--- src/rtl/vector_assembler_pkg.sv ---
// vector_assembler_pkg: shared definitions (`WIDTH, default SIZE, slot encodings, FSM states)
`ifndef WIDTH
`define WIDTH 32
`endif

package vector_assembler_pkg;
   localparam int DEFAULT_SIZE = `WIDTH;
   localparam logic [2:0] SLOT_X = 3'b001;
   localparam logic [2:0] SLOT_Y = 3'b010;
   localparam logic [2:0] SLOT_Z = 3'b100;
   typedef enum logic {COLLECT, FULL} state_t;
endpackage

--- src/rtl/vector_slot_ring.sv ---
// vector_slot_ring: one-hot X->Y->Z write-slot rotator, advances on Enable
module vector_slot_ring
   import vector_assembler_pkg::*;
(
   input  logic       Clock,
   input  logic       Reset,
   input  logic       Enable,
   output logic [2:0] slot
);
   // rotate the one-hot slot on every accepted word
   always_ff @(posedge Clock)
      if (Reset) slot <= SLOT_X;
      else if (Enable) slot <= {slot[1:0], slot[2]};
endmodule

--- src/rtl/vector_assembler.sv ---
// vector_assembler: packs X,Y,Z words into a 3-word vector; VECTOR_ASSEMBLER_TIMEOUT_EN adds a partial-vector timeout
module vector_assembler
   import vector_assembler_pkg::*;
#(
   parameter int SIZE           = DEFAULT_SIZE,
   parameter int TIMEOUT_CYCLES = 255
)(
   input  logic              Clock,
   input  logic              Reset,
   input  logic              iWordValid,
   output logic              oWordReady,
   input  logic [SIZE-1:0]   iWord,
   output logic              oVectorValid,
   input  logic              iVectorReady,
   output logic [3*SIZE-1:0] oVector,
   output logic              oTimeout
);
   state_t          state, state_nx;
   logic [2:0]      slot;
   logic            accept, consume, ring_rst;
   logic [SIZE-1:0] x, y, z;

   assign oVectorValid = (state == FULL);
   assign oWordReady   = !oVectorValid || iVectorReady;
   assign accept       = iWordValid && oWordReady;
   assign consume      = oVectorValid && iVectorReady;
   assign oVector      = {x, y, z};

   vector_slot_ring u_ring (
      .Clock (Clock),
      .Reset (ring_rst),
      .Enable(accept),
      .slot  (slot)
   );

   // FULL after the Z word lands; any consume drops back to COLLECT (a same-cycle X accept keeps streaming)
   always_comb begin
      state_nx = state;
      if (state == COLLECT) state_nx = (accept && slot == SLOT_Z) ? FULL : COLLECT;
      else state_nx = consume ? COLLECT : FULL;
   end

   // state register
   always_ff @(posedge Clock)
      if (Reset) state <= COLLECT;
      else state <= state_nx;

   // component registers load only when their slot accepts a word
   always_ff @(posedge Clock)
      if (Reset) begin
         x <= '0;
         y <= '0;
         z <= '0;
      end else if (accept) begin
         if (slot[0]) x <= iWord;
         if (slot[1]) y <= iWord;
         if (slot[2]) z <= iWord;
      end

`ifdef VECTOR_ASSEMBLER_TIMEOUT_EN
   localparam int CW = $clog2(TIMEOUT_CYCLES + 1);
   logic [CW-1:0] cnt;
   logic          fire;
   assign fire     = slot != SLOT_X && state == COLLECT && !accept && (cnt + CW'(1)) == CW'(TIMEOUT_CYCLES);
   assign ring_rst = Reset || fire;
   // idle counter while a vector is partly filled; expiry rewinds the slot and pulses oTimeout
   always_ff @(posedge Clock)
      if (Reset) begin
         cnt      <= '0;
         oTimeout <= 1'b0;
      end else begin
         oTimeout <= fire;
         cnt      <= (fire || accept || slot == SLOT_X || state != COLLECT) ? '0 : cnt + CW'(1);
      end
`else
   logic unused_timeout;
   assign unused_timeout = (TIMEOUT_CYCLES == 0);
   assign ring_rst       = Reset;
   assign oTimeout       = 1'b0;
`endif
endmodule

--- config.mk ---
export PLATFORM = sky130hd
export DESIGN_NAME = vector_assembler
export DESIGN_NICKNAME = d
export VERILOG_FILES = /design/src/rtl/vector_assembler_pkg.sv /design/src/rtl/vector_slot_ring.sv /design/src/rtl/vector_assembler.sv
export SDC_FILE = /design/constraint.sdc
export NUM_CORES = 1
export LEC_CHECK = 0
export CORE_UTILIZATION = 41
export CTS_CLUSTER_SIZE = 8
export DETAILED_ROUTE_END_ITERATION = 8
export GPL_ROUTABILITY_DRIVEN = 1
export PLACE_DENSITY = 0.76
export SLEW_MARGIN = 10
export SYNTH_ARGS = -nofsm -noshare
export SYNTH_HDL_FRONTEND = slang
export SYNTH_SLANG_ARGS = --single-unit
--- constraint.sdc ---
create_clock -name Clock -period 1.12 [get_ports Clock]
set_input_delay 0.336 -clock Clock [delete_from_list [all_inputs] [get_ports Clock]]
set_output_delay 0.336 -clock Clock [all_outputs]
set_load 0.1 [all_outputs]
==> impl_metrics.tcl <==
set metrics [dict create \
    outcome "complete, but fails checks" \
    violations "negative setup slack" \
    io_pins 135 \
    drtIter0Drc 116 \
    startpoint_type "flip-flop" \
    synthCells 368 \
    grt_max_degree 53 \
    maxCapViolations 0 \
    crit_chain "nor2b_4 > inv_8 > buf_6 > buf_12" \
    hold_path_startpoint "Reset" \
    antennaDiodeCount 0 \
    clk_pin_slew_worst_paths_ns 0.11 \
    dp_hpwl_um 7084 \
    ys.warnings.count 0 \
    ir_worst_vdd_mv 0.8249 \
    grt_usage 0.2170 \
    fin_crit_ns 1.577 \
    slowest_delay_ns 0.36 \
    syn2layout_area_growth_pct 83.74 \
    design.core.area_um2 9371 \
    clk_latency_ns 0.37 \
    synth_area_leaders "dfxtp_1 50%, mux2i_1 24%, nand2b_1 20%, clkbuf_1 1.3%, buf_4 1.1%" \
    path_max_fanout 2 \
    rsz0062_at_grt "yes" \
    critPathLaunch "oVectorValid" \
    synth.distinct_cells 23 \
    p_leak_nw 3.291 \
    slew_viol_final 0 \
    synth_top_area_cell "dfxtp_1" \
    die_h_um 101.3 \
    ys_seq_elements 100 \
    dieArea_um2 10250 \
    synth-main-ff-cell "dfxtp_1" \
    slowest_stage "dfxtp_4" \
    async_reset_ff_frac 0 \
    min_to "oVectorValid" \
    reg2reg_from "oVectorValid" \
    antenna_found_initial 0 \
    syn_nets 404 \
    worst_clock_skew_ns 0.01555 \
    critPathTopFamily "flip-flops" \
    hold_viol 0 \
    setup_viol_count_final 197 \
    vias_per_cell 4.720 \
    whs_ns 0.4450 \
    r2r_setup_slack_ns -0.41 \
    avgSynthCellArea_um2 10.98 \
    yosysSeqAreaShare 0.4955 \
    postLayoutCellArea_um2 7423 \
    wl_um 11300 \
    netlist_area_um2 4040 \
    reg2regPathDepth 8 \
    worstReg2RegEnd "y[31]" \
    start_util 0.4311 \
    row_count 35 \
    clkSinkCount 100 \
    crit_buf_inv 3 \
    crit_type "flip-flop to output port" \
    fmax_ghz 0.6340 \
    gr-total-overflow 0 \
    wire_per_inst_um 16.54 \
    hp-class "input port to flip-flop" \
    grt_pass1_wl_um 16910 \
    place_area_um2 6656 \
    layout_common_cells "128 x nand2b_1, 107 x buf_12, 96 x mux2i_1" \
    vias 3224 \
    htreeDepth 3 \
    yosysTopAreaCellShare 0.4955 \
    die_w_um 101.3 \
    cts_made_buffers 9 \
    clock_path_buffers 2 \
    root_buffer "clkbuf_8" \
    cp_data_arrival_time_ns 1.24 \
    cp.required_ns 0.78 \
    final_common_cell "nand2b_1" \
    gp_routability_congestion 0.7411 \
    first_global_vias 3179 \
    power.density_nw_per_um2 1134 \
    ant_nets 0 \
    cts_tree "built" \
    finalNetCount 585 \
    drtPass1Iterations 4 \
    worst_slack_ns -0.4574 \
    whs_path_depth 3 \
    port_buffers 133 \
    fin_crit_sh 1.408 \
    drc 0 \
    synth_edf_count 0 \
    cp-end-kind "output port" \
    setup-tns-final_ns -43.36 \
    final_layout_size_suffix_gt1_frac 0.5126 \
]
area by class of cell:
cell class              instances  area [um2]
clock buffers                   9       123.9
clock inverters                 7       56.30
fillers                       564        1948
inverters                       2       15.01
multi-input cells             245        1962
flip-flops and latches        100        2138
well taps                     129       161.4
repair buffers                191        2967
power by group:
group / internal, mW / switching, mW / leakage (nW)
clock network: 0.842 / 1.35 / 0.0925
logic: 0.974 / 1.38 / 2.34
registers: 3.71 / 0.160 / 0.860
tightest hold or removal path, cell delays in order:
cell    delay, ns
buf_2        0.15
buf_12       0.18
nor2_1       0.10
cells in the mapped netlist (2+ instances only):
| master | count |
|---|---|
| clkbuf_1 | 14 |
| buf_2 | 2 |
| mux2i_1 | 96 |
| buf_4 | 6 |
| a21oi_1 | 3 |
| o21ai_0 | 3 |
| nand2b_1 | 128 |
| dfxtp_1 | 100 |
| buf_12 | 2 |
cell families after synthesis:
logic type             count (synthesis)  synth area share
muxes                                 96            0.2378
buffers and inverters                 27           0.04119
and+or+nand+nor                      138            0.2171
DFF                                  100            0.4955
AOI/OAI and AO/OA                      6          0.007430
other                                  1         0.0009282
how the worst max path moves through the flow:
stage	slack (ns)	endpoint	depth (start not counted)
detailed placement	-0.73	x[31]	5
finish	-0.46	oWordReady	4
global route	-0.50	oWordReady	4
floorplan	-0.49	x[10]	6
CTS	-0.46	oWordReady	4
global placement	-0.66	x[31]	5
state kept, by name, summed over array words and instances, names as in the netlist:
name and count:
u_ring.slot 3, x 32, oVectorValid 1, z 32, y 32
layer usage:
metal / GRT usage / part of all wire / vias up
li1: - / - / 1575
met1: 0.2650 / 0.42 / 1550
met2: 0.3789 / 0.51 / 90
met3: 0.05038 / 0.060 / 9
met4: 0.06689 / 0.0094 / 0
met5: 0 / 0 / -
metrics by stage:
stage / total power [mW] / std cells / util / worst slack, ns
after detailed placement: 6.147 / 620 / 0.7103 / -0.7274
after CTS: 8.395 / 667 / 0.7757 / -0.4619
after global placement: 6.119 / 620 / 0.7103 / -0.6583
after global routing: 8.721 / 683 / 0.7921 / -0.5022
final: 8.422 / 683 / 0.7921 / -0.4574
after floorplan: 5.289 / 368 / - / -0.4860
timing repair:
item / 4_1_cts / 5_1_grt
setup buffers: 23 / 16
hold buffers: 0 / 0
cloned: 8 / 0
pin swaps: 0 / 1
gates resized for setup: 39 / 19
endpoints found under the setup margin: 197 / 198
Note: power is estimated with default switching activity, not from simulation.
